--- config.mk ---
export PLATFORM = sky130hd
export DESIGN_NAME = mu0_seq_alu_flat
export DESIGN_NICKNAME = d
export VERILOG_FILES = /design/src/rtl/mu0_seq_alu_if.sv /design/src/rtl/mu0_seq_alu.sv /design/src/flat_wrapper.sv
export SDC_FILE = /design/constraint.sdc
export NUM_CORES = 1
export LEC_CHECK = 0
export CORE_MARGIN = 2
export CORE_UTILIZATION = 45
export CTS_CLUSTER_DIAMETER = 60
export DETAILED_ROUTE_END_ITERATION = 8
export MAX_ROUTING_LAYER = met4
export PLACE_DENSITY_LB_ADDON = 0.15
export SLEW_MARGIN = 20
export SYNTH_ARGS = -nofsm -noshare
export SYNTH_HDL_FRONTEND = slang
export SYNTH_SLANG_ARGS = --single-unit
--- constraint.sdc ---
create_clock -name Clk -period 7.1 [get_ports Clk]
set_clock_uncertainty 0.1 [all_clocks]
set_input_delay 1.775 -clock Clk [delete_from_list [all_inputs] [get_ports Clk]]
set_output_delay 1.775 -clock Clk [all_outputs]
set_load 0.1 [all_outputs]
--- src/rtl/mu0_seq_alu_if.sv ---
// Request/result bundle for the sequential ALU: operands and opcode in,
// registered result, flags and handshake out.
interface mu0_seq_alu_if #(
   parameter int WIDTH = 16
);
   logic             Start;
   logic [2:0]       M;
   logic [WIDTH-1:0] X;
   logic [WIDTH-1:0] Y;
   logic [WIDTH-1:0] Q;
   logic             Busy;
   logic             Done;
   logic [3:0]       Flags;

   modport master (
      output Start, M, X, Y,
      input  Q, Busy, Done, Flags
   );

   modport slave (
      input  Start, M, X, Y,
      output Q, Busy, Done, Flags
   );
endinterface

--- src/rtl/mu0_seq_alu.sv ---
// Small ALU: single-cycle add/sub/inc/logic/pass, plus a WIDTH-cycle
// shift-add unsigned multiply. Flags are {N, Z, C, V}.
//
// state | meaning
// IDLE  | waiting for Start; single-cycle ops complete here
// MUL   | one shift-add iteration per clock, cnt counts down to 0
module mu0_seq_alu #(
   parameter int WIDTH = 16
) (
   input  logic         Clk,
   input  logic         nReset,
   mu0_seq_alu_if.slave bus
);
   localparam int CW = $clog2(WIDTH);

   typedef enum logic {IDLE, MUL} state_t;

   state_t             state, state_nx;
   logic [WIDTH-1:0]   q_r, q_nx;
   logic [3:0]         flags_r, flags_nx;
   logic               done_r, done_nx;
   logic [WIDTH-1:0]   mcand, mcand_nx;
   logic [2*WIDTH-1:0] prod, prod_nx;
   logic [CW-1:0]      cnt, cnt_nx;

   logic [WIDTH-1:0]   b_op;
   logic               cin;
   logic [WIDTH:0]     sum;
   logic [WIDTH-1:0]   alu_q;
   logic               alu_c, alu_v;
   logic [WIDTH:0]     step_sum;
   logic [2*WIDTH-1:0] step_prod;

   // add, inc and sub share one adder: inc adds 0 with carry-in, sub adds ~Y with carry-in
   always_comb begin
      b_op = bus.Y;
      cin  = 1'b0;
      case (bus.M)
         3'b010: begin b_op = '0;     cin = 1'b1; end
         3'b011: begin b_op = ~bus.Y; cin = 1'b1; end
         default: ;
      endcase
      sum = {1'b0, bus.X} + {1'b0, b_op} + {{WIDTH{1'b0}}, cin};
   end

   always_comb begin
      alu_q = '0;
      alu_c = 1'b0;
      alu_v = 1'b0;
      case (bus.M)
         3'b000: alu_q = bus.Y;
         3'b001, 3'b010, 3'b011: begin
            alu_q = sum[WIDTH-1:0];
            alu_c = sum[WIDTH];
            alu_v = (bus.X[WIDTH-1] == b_op[WIDTH-1]) && (sum[WIDTH-1] != bus.X[WIDTH-1]);
         end
         3'b100: alu_q = bus.X & bus.Y;
         3'b101: alu_q = bus.X | bus.Y;
         3'b110: alu_q = bus.X ^ bus.Y;
         default: ;
      endcase
   end

   // prod holds {partial sum, remaining multiplier bits}; each step adds and shifts right
   always_comb begin
      step_sum  = {1'b0, prod[2*WIDTH-1:WIDTH]} + (prod[0] ? {1'b0, mcand} : '0);
      step_prod = {step_sum, prod[WIDTH-1:1]};
   end

   always_comb begin
      state_nx = state;
      q_nx     = q_r;
      flags_nx = flags_r;
      done_nx  = 1'b0;
      mcand_nx = mcand;
      prod_nx  = prod;
      cnt_nx   = cnt;
      case (state)
         IDLE: begin
            if (bus.Start) begin
               if (bus.M == 3'b111) begin
                  mcand_nx = bus.X;
                  prod_nx  = {{WIDTH{1'b0}}, bus.Y};
                  cnt_nx   = CW'(WIDTH - 1);
                  state_nx = MUL;
               end else begin
                  q_nx     = alu_q;
                  flags_nx = {alu_q[WIDTH-1], ~|alu_q, alu_c, alu_v};
                  done_nx  = 1'b1;
               end
            end
         end
         MUL: begin
            prod_nx = step_prod;
            cnt_nx  = cnt - 1'b1;
            if (cnt == '0) begin
               q_nx     = step_prod[WIDTH-1:0];
               flags_nx = {step_prod[WIDTH-1], ~|step_prod[WIDTH-1:0],
                           |step_prod[2*WIDTH-1:WIDTH], 1'b0};
               done_nx  = 1'b1;
               state_nx = IDLE;
            end
         end
         default: state_nx = IDLE;
      endcase
   end

   always_ff @(posedge Clk or negedge nReset) begin
      if (!nReset) begin
         state   <= IDLE;
         q_r     <= '0;
         flags_r <= '0;
         done_r  <= 1'b0;
         mcand   <= '0;
         prod    <= '0;
         cnt     <= '0;
      end else begin
         state   <= state_nx;
         q_r     <= q_nx;
         flags_r <= flags_nx;
         done_r  <= done_nx;
         mcand   <= mcand_nx;
         prod    <= prod_nx;
         cnt     <= cnt_nx;
      end
   end

   assign bus.Q     = q_r;
   assign bus.Flags = flags_r;
   assign bus.Done  = done_r;
   assign bus.Busy  = (state == MUL);
endmodule
--- src/flat_wrapper.sv ---
// flat-port wrapper written by rule: the top's interface ports become plain ports
module mu0_seq_alu_flat 
#(
   parameter int WIDTH = 16
)
  (Clk, nReset, bus_Start, bus_M, bus_X, bus_Y, bus_Q, bus_Busy, bus_Done, bus_Flags);
  mu0_seq_alu_if #(.WIDTH(WIDTH)) bus_i ();
  input  logic Clk;
  input  logic nReset;
  input wire logic [$bits(bus_i.Start)-1:0] bus_Start;
  input wire logic [$bits(bus_i.M)-1:0] bus_M;
  input wire logic [$bits(bus_i.X)-1:0] bus_X;
  input wire logic [$bits(bus_i.Y)-1:0] bus_Y;
  output wire logic [$bits(bus_i.Q)-1:0] bus_Q;
  output wire logic [$bits(bus_i.Busy)-1:0] bus_Busy;
  output wire logic [$bits(bus_i.Done)-1:0] bus_Done;
  output wire logic [$bits(bus_i.Flags)-1:0] bus_Flags;
  assign bus_i.Start = bus_Start;
  assign bus_i.M = bus_M;
  assign bus_i.X = bus_X;
  assign bus_i.Y = bus_Y;
  assign bus_Q = bus_i.Q;
  assign bus_Busy = bus_i.Busy;
  assign bus_Done = bus_i.Done;
  assign bus_Flags = bus_i.Flags;
  mu0_seq_alu #(.WIDTH(WIDTH)) u_core (.Clk(Clk), .nReset(nReset), .bus(bus_i));
endmodule
### Word level (Yosys, flattened, before mapping)

Index checks and enable logic that the tools add are counted.

| word-level totals | value |
|---|---|
| flip-flop bits (word level) | 74 |
| input bits | 38 |
| output and inout port bits | 22 |
| word-level logic and storage cells | 70 |

| cells by class | value |
|---|---|
| $add $sub $neg | 4 |
| equality and inequality tests | 13 |
| muxes and demuxes | 28 |
| bitwise operators | 5 |
| reduce and logical (&&, ||, !) cells | 13 |

Operators with widths:

| cell | count |
|---|---|
| case mux 16 bit (5 select lines) | 1 |
| two-way mux 16 bit | 4 |
| two-way mux 32 bit | 2 |
| case mux 16 bit (2 select lines) | 2 |
| case mux 32 bit (2 select lines) | 1 |
| OR reduction 16 bit | 3 |
| two-way mux 4 bit | 5 |
| adder 16 x 16 -> 17 bit | 1 |
| adder 16 x 17 -> 17 bit | 1 |
| adder 17 x 1 -> 17 bit | 1 |
| bitwise AND 16 bit | 1 |
| NOT 16 bit | 1 |
| bitwise OR 16 bit | 1 |
| case mux 4 bit (2 select lines) | 2 |
| bitwise XOR 16 bit | 1 |
| equality test 3 bit, second input constant | 4 |
| two-way mux 1 bit | 9 |
| equality test 3 x 2 -> 1 bit, second input constant | 2 |
| inequality test 2 bit, second input constant | 3 |
| AND reduction 3 bit | 2 |
| logical NOT 4 bit | 1 |
| case mux 1 bit (2 select lines) | 2 |
| subtractor 4 x 1 -> 4 bit, second input constant | 1 |
| equality test 3 x 1 -> 1 bit, second input constant | 1 |
| other kinds (10) | 11 |

### Longest topological paths before layout

Gate-level depths: netlist of the first run.

| depth | value |
|---|---|
| depth in word-level cells | 10 |
| depth in mapped cells | 18 |

### Worst setup path after synthesis of the first run

OpenSTA, ideal clock, no wires.

| path | value |
|---|---|
| path type | input to register |
| start point | input port bus_M[2] |
| end point | register u_core.flags_r[2], in the netlist u_core.bus.Flags[2] |
| setup time | 68 ps |
| arrival | 5991 ps |
| required time | 6932 ps |
| slack | 941 ps |
| cell stages on the path | 18 |
| path buffers | 5 |
| path through | clkbuf_1 -> clkbuf_1 -> clkbuf_1 -> nand2b_1 -> clkbuf_1 -> clkbuf_1 -> a21oi_1 -> fa_1 -> fa_1 -> nor2b_1 -> o2111ai_1 -> and3b_1 -> xnor2_1 -> a221oi_1 -> o2111a_1 -> o2111ai_1 -> or4_1 -> nand2_1 |

| on the way | value |
|---|---|
| word-level cells in the longest chain between the ends | 10 |
| elaborated cells between the ends (all ways) | 22 |

RTL lines:

| item | line | source |
|---|---|---|
| start: declaration | flat_wrapper.sv:11 | `input wire logic [$bits(bus_i.M)-1:0] bus_M;` |
| equality test 3 x 2 -> 1 bit | mu0_seq_alu.sv:38, mu0_seq_alu.sv:50 |  |
| case mux 16 bit (2 select lines) or OR reduction 2 bit (tied branches) | -- |  |
| adder 16 x 16 -> 17 bit or two-way mux 1 bit (tied branches) | mu0_seq_alu.sv:43, mu0_seq_alu.sv:38 |  |
| adder 17 x 1 -> 17 bit | mu0_seq_alu.sv:43 | `sum = {1'b0, bus.X} + {1'b0, b_op} + {{WIDTH{1'b0}}, cin};` |
| case mux 16 bit (5 select lines) | mu0_seq_alu.sv:50 | `case (bus.M)` |
| OR reduction 16 bit | mu0_seq_alu.sv:88 | `flags_nx = {alu_q[WIDTH-1], ~\|alu_q, alu_c, alu_v};` |
| logical NOT 1 bit | mu0_seq_alu.sv:88 |  |
| two-way mux 4 bit | mu0_seq_alu.sv:81 | `if (bus.M == 3'b111) begin` |
| two-way mux 4 bit | mu0_seq_alu.sv:80 | `if (bus.Start) begin` |
| case mux 4 bit (2 select lines) | mu0_seq_alu.sv:78 | `case (state)` |
| end signal: assignment | mu0_seq_alu.sv:120 | `flags_r <= flags_nx;` |
| end: declaration | mu0_seq_alu.sv:20 | `logic [3:0] flags_r, flags_nx;` |

Several ways; a longest one is shown, not always the timed one. The select of a mux whose other input is x is not followed.
A chain may end at the register's enable or synchronous reset.

### Worst setup path after layout of the first run

Ends and elaborated chain as after synthesis.

==> results.md, run 1 <==
- Status: complete, no violations
- Gpl congestion: 0.9117
- GRT overflow: 0
- Leak: 3.219 nW
- Worst-Margin Slew: 0.9855 ns
- Most used DFF post-synth: dfrtp_1
- Max-slew violation count: 0
- Total negative setup slack: 0 ns
- Worst hold path endpoint: u_core.mcand[8]
- Synth warn: 0
- Vias in the first global route: 5,382
- IO Count: 60
- Worst slack, placed: 1.180 ns
- Synth cell types: 65
- Via-to-Cell Ratio: 5.899
- Syn_area_per_cell: 8.441 µm²
- TritonCTS Buffers: 9
- Clock Sinks: 73
- Final worst path period share: 0.7853
- Final Hold Slack: 0.3761 ns
- # DRC: 0
- Crit-path max cell delay: 0.48 ns
- Hold WC Path Type: reg2reg
- H-tree Lvls: 3
- IO buf count: 59
- Crit Path Class: in2reg
- Root Buffer Master: clkbuf_16
- Final setup viols: 0
- Setup Fix Bufs, Post-CTS: 0
- Number of flops mapped to enable cells by yosys: 0
- Initial Util: 0.4596
- PD cells: 413.4 nW/µm²
- Period minus WS final: 5.576 ns
- CTS Buffer Depth: 2
- DP HPWL: 13,080 µm
- Core Box Area: 13,240 µm²
- CP Cell Sequence: clkdlybuf4s50_1 > nand3b_1 > buf_4 > nor2_1 > a21oi_1 > fa_1 > fa_1 > nor2b_1 > o2111ai_1 > and3b_1 > xnor2_1 > a221oi_1 > o2111a_1 > o2111ai_1 > or4_1 > nand2_1
- DIE AREA: 14,470 µm²
- Vias: 5,575
- Final Hold Violating Endpoints: 0
- Max-Slew Margin vs Limit: 0.3409
- Final setup margin: 1.524 ns
- Worst Path Max Fanout: 16
- Synth Register Bits: 73
- Layout cells sized above 1: 0.05599
- CTS Hold Bufs: 0
- Fmax: 179.4 MHz
- Final wirelength: 17,390 µm
- Worst-Skew Late Latency: 0.33 ns
- Sequential cell area: 1828 µm²
- Hold_sp: u_core.mcand[8]
- First-pass DRT Iterations: 5
- Gate count of the mapped netlist: 721
- First DRT Iteration DRCs: 464
- Worst path slowest cell: or4_1
- Sequential area share after synthesis: 0.3002
- Critical path launch point type: input port
- CTS tree: yes
- FF-to-FF setup slack: 3.28 ns
- First-pass GRT wire length: 28,290 µm
- Overall Global Routing Usage: 0.2550
- WL per Instance: 18.40 µm
- RSZ-0062 raised after global routing: false
- Net count after synthesis: 826
- R2R depth: 12
- Clock-pin slew on the worst setup and hold paths: 0.06 ns
- Reg2reg end: u_core.bus.Flags[1]
- ANT nets after route: 0
- Cell area after synthesis: 6086 µm²
- Die Width: 120.3 µm
- Ys async rst share: 1.000
- Layout Nets: 868
- Max cap viols: 0
- Reg2reg start: u_core.prod[0]
- Die Y: 120.3 µm
- Filler Cell Count: 1,291
- Post-CTS Resized: 0
- Area grow syn2layout: 17.23%
- Area taken by multi-input logic gates: 3944 µm²
- Crit path required time: 7.27 ns
- Worst Setup End Kind: flop
- Row count: 42
- Hold Path Depth: 1
- Worst vdd ir: 0.0001566 V
- Worst EP arrival: 5.75 ns
- Initial antenna violation count: 1
- Pin count of the biggest net entering global routing: 74
-- per-stage QoR --
step                instance area (µm²)  power, mW  instances  utilization
finish                             7134      2.950        945       0.5387
global route                       7134      3.151        945       0.5387
CTS                                7132      2.957        944       0.5385
detailed placement                 6824      2.479        928       0.5153
global placement                   6824      2.451        928       0.5153
floorplan                          6086      2.039        721            -
-- critical path, delay by kind of cell --
family	cells	cell delay, ns
and+or+nand+nor	6	1.30
AOI/OAI and AO/OA	5	1.04
adders and majority gates	2	0.85
buffers and inverters	2	0.64
xor gates and xnor gates	1	0.12
-- layout by cell type (no fill, tap or decap), drive strengths merged, types with 20 or more instances in the layout --
master / netlist / layout
a21oi: 37 / 37
and2: 21 / 21
clkdlybuf4s50: 0 / 58
dfrtp: 73 / 73
ha: 64 / 64
inv: 43 / 43
nand2: 81 / 81
nor2: 46 / 46
nor3: 20 / 20
o21ai: 67 / 67
-- state kept, by name (all words and copies together) (netlist names) --
| signal | count |
|---|---|
| u_core.bus.Done | 1 |
| u_core.cnt | 4 |
| u_core.bus.Busy | 1 |
| u_core.bus.Flags | 4 |
| u_core.bus.Q | 15 |
| u_core.prod | 32 |
| u_core.mcand | 16 |
-- cells by family (layout without fill, tap and decap cells) --
kind of cell,Yosys count,count (layout),synth area share
muxes,38,38,0.06641
buffers and inverters,82,129,0.05181
AOI/OAI and AO/OA,222,222,0.2387
other,0,1,0
DFF,73,73,0.3002
and+or+nand+nor,217,217,0.1698
xor gates and xnor gates,22,22,0.03166
adders and majority gates,67,67,0.1414
-- power breakdown --
group | switching [mW] | internal (mW) | total [mW] | leakage, nW
Clock | 0.172 | 0.291 | 0.463 | 0.149
Sequential | 0.144 | 0.623 | 0.767 | 0.882
Combinational | 1.14 | 0.578 | 1.72 | 2.19
Total | 1.46 | 1.49 | 2.95 | 3.22
-- layer usage --
metal  global-route usage  share of wire  vias up
li1                     -              -     2703
met1               0.3452           0.47     2696
met2               0.4031           0.47      159
met3              0.03160          0.048       17
met4              0.07703          0.015        0
met5                    -              0        -
-- cell type report --
cell class                      instances  share of cell area
Tap cell                              176             0.03087
Clock inverter                          4            0.007190
Multi-Input combinational cell        566              0.5528
Sequential cell                        73              0.2562
Antenna cell                            1           0.0003508
Timing Repair Buffer                   70             0.09400
Inverter                               43             0.02262
Clock buffer                           12             0.03595
-- synth_stat cells, drive strengths merged, types with 7 or more instances --
master,n,area (µm²)
a21o,10,75.07
a21oi,37,185.2
a31oi,12,75.07
and2,21,133.9
clkbuf,33,123.9
dfrtp,73,1827
ha,64,800.8
inv,43,161.4
mux2,19,214.0
mux2i,19,190.2
nand2,81,304.0
nand3,10,50.05
nor2,46,172.7
nor3,20,100.1
nor4,8,50.05
o21a,12,90.09
o21ai,67,335.3
o21bai,7,52.55
o221ai,10,87.58
o22ai,9,56.30
o31ai,10,75.07
xnor2,14,122.6
xor2,8,70.07
-- worst max path at each step --
stage	slack (ns)	endpoint	startpoint	cells after the start
floorplan	0.94	u_core.bus.Flags[2]	bus_M[2]	18
global placement	1.30	u_core.bus.Flags[2]	bus_M[2]	16
detailed placement	1.18	u_core.bus.Flags[2]	bus_M[2]	16
CTS	1.52	u_core.bus.Flags[2]	bus_M[2]	15
global route	1.27	u_core.bus.Flags[2]	bus_M[2]	15
finish	1.52	u_core.bus.Flags[2]	bus_M[2]	16
Power figures use the tool's default switching activity.
==> run 2: changes to the inputs <==
==> constraint.sdc (replaced) <==
create_clock -name Clk -period 5 [get_ports Clk]
set_clock_uncertainty 0.1 [all_clocks]
set_input_delay 1.25 -clock Clk [delete_from_list [all_inputs] [get_ports Clk]]
set_output_delay 1.25 -clock Clk [all_outputs]
set_load 0.1 [all_outputs]
==> run 2 against run 1 <==
Sequential share of layout area shrank 0.69 points. Count of clock-buffer cells in the layout shrank 1. Critical path type unchanged. Wire length is essentially flat. Via count grew 1.1%. Final area grew 2.8%. Critical endpoint unchanged. Cell count grew 3.0%.
==> results.md, run 2 (synthesis results as in run 1) <==
- Status: complete, no violations
- Vias in the first global route: 5,433
- Fmax: 209.3 MHz
- Worst-Skew Late Latency: 0.33 ns
- CTS Buffer Depth: 2
- Worst path slowest cell: clkdlybuf4s50_1
- FF-to-FF setup slack: 1.27 ns
- Reg2reg end: u_core.bus.Flags[1]
- Max FFs per register: 32
- Final Hold Slack: 0.3780 ns
- Placed instance area: 7057 µm²
- Max-Slew Margin vs Limit: 0.3394
- Placed cell count: 957
- Crit Path Class: in2reg
- Post-route cell area: 7331 µm²
- Cell mode on critical path: fa_1
- Pin count of the biggest net entering global routing: 74
- First-pass DRT Iterations: 5
- IO buf count: 59
- Sequential cell area: 1828 µm²
- WL per Instance: 17.87 µm
- Largest reg by FF count: u_core.prod
- Final core occ: 0.5536
- Comb power frac: 0.596
- Reg2reg start: u_core.prod[0]
- Final Hold Violating Endpoints: 0
- Post-CTS Resized: 0
- Worst vdd ir: 0.0002574 V
- Clock Sinks: 73
- Row count: 42
- DIE AREA: 14,470 µm²
- Worst slack, placed: -0.09103 ns
- Final total power: 4.160 mW
- Sw frac: 0.4979
- Worst Path Max Fanout: 3
- Overall Global Routing Usage: 0.2555
- Critical path launch point type: input port
- Commonest non-fill, non-tap cell in the layout: nand2_1
- GRT overflow: 0
- Clock-pin slew on the worst setup and hold paths: 0.06 ns
- CP Cell Sequence: clkdlybuf4s50_1 > nand3b_1 > nor2_1 > a21oi_1 > fa_1 > fa_1 > nor2b_2 > o2111ai_1 > buf_4 > a311oi_2 > a311oi_1 > xnor2_1 > o21ai_0 > o211ai_1 > or4_1 > nand2_1
- CTS Hold Bufs: 0
- Seq pwr share: 0.262
- Setup Fix Bufs, Post-CTS: 0
- Area taken by multi-input logic gates: 3959 µm²
- Most frequent cells in the layout: 81 x nand2_1, 72 x dfrtp_1, 64 x ha_1
- Net switching power: 2.071 mW
- IO Count: 60
- DP HPWL: 13,230 µm
- ANT nets after route: 0
- Hold WC Path Type: reg2reg
- Total negative setup slack: 0 ns
- First-pass GRT wire length: 28,480 µm
- Internal power: 2.089 mW
- CP endpoint: u_core.bus.Flags[2]
- RSZ-0062 raised after global routing: false
- # DRC: 0
- Final worst path period share: 0.9554
- Die Width: 120.3 µm
- H-tree Lvls: 3
- Clock power share: 0.142
- Filler Cell Count: 1,250
- # diodes: 0
- Layout Nets: 897
- Finished Layout Cells: 973
- Worst EP arrival: 4.95 ns
- TritonCTS Buffers: 9
- First DRT Iteration DRCs: 450
- Core Box Area: 13,240 µm²
- PD cells: 567.5 nW/µm²
- Worst Setup End Kind: flop
- Area grow syn2layout: 20.46%
- Initial Util: 0.4596
- Max-slew violation count: 0
- Crit path required time: 5.17 ns
- Root Buffer Master: clkbuf_16
- Via-to-Cell Ratio: 5.790
- Initial antenna violation count: 0
- Final wirelength: 17,390 µm
- Gpl congestion: 0.9318
- Crit-path max cell delay: 0.52 ns
- R2R depth: 12
- Vias: 5,634
- Final setup margin: 0.2229 ns
- CTS tree: yes
- Final setup viols: 0
- Period minus WS final: 4.777 ns
- Leak: 3.347 nW
- Max cap viols: 0
- Die Y: 120.3 µm
- CP startpoint: bus_M[1]
- Layout cells sized above 1: 0.09410
- Worst-Margin Slew: 0.9879 ns
## run 2: worst max-delay path, delay by kind of cell
kind                       cells  cell delay, ns
xor gates and xnor gates       1            0.15
adders and majority gates      2            0.82
buffers and inverters          2            0.72
and+or+nand+nor                5            0.87
AOI/OAI and AO/OA              6            1.13
## run 2: worst min-delay path by stage
stage                           from                to  cells past startpoint
global route         u_core.bus.Q[9]   u_core.bus.Q[9]                      1
global placement     u_core.mcand[8]   u_core.mcand[8]                      1
floorplan           u_core.mcand[10]  u_core.mcand[10]                      1
detailed placement   u_core.mcand[8]   u_core.mcand[8]                      1
finish              u_core.mcand[14]  u_core.mcand[14]                      1
CTS                  u_core.mcand[8]   u_core.mcand[8]                      1
## run 2: routing by layer
metal / vias up / share of wire / wire (µm) / GRT usage
met5: - / 0 / 0 / -
met4: 0 / 0.024 / 419 / 0.08648
met3: 25 / 0.043 / 747 / 0.02358
met2: 143 / 0.46 / 8052 / 0.4023
met1: 2707 / 0.47 / 8170 / 0.3483
li1: 2759 / - / - / -
## run 2: cell type report
| class | count | area share |
|---|---|---|
| flip-flops and latches | 73 | 0.2494 |
| inverters | 43 | 0.02202 |
| repair buffers | 99 | 0.1212 |
| clock buffers | 11 | 0.03311 |
| well taps | 176 | 0.03004 |
| multi-input cells | 566 | 0.5400 |
| clock inverters | 5 | 0.004267 |
## run 2: power groups by stage
stage               Combinational, mW  Sequential, mW  Clock, mW
global route                     2.70            1.12      0.624
detailed placement               2.47            1.09          0
CTS                              2.48            1.09      0.605
global placement                 2.43            1.08          0
floorplan                        1.30            1.60          0
finish                           2.48            1.09      0.593
==> run 3: changes to the inputs <==
--- a/config.mk
+++ b/config.mk
@@ -5,6 +5,7 @@
 export SDC_FILE = /design/constraint.sdc
 export NUM_CORES = 1
 export LEC_CHECK = 0
+export CAP_MARGIN = 20
 export CORE_MARGIN = 2
 export CORE_UTILIZATION = 45
 export CTS_CLUSTER_DIAMETER = 60
==> results of run 3 <==
No change in the layout: final DEF, timing and power equal those of run 2.
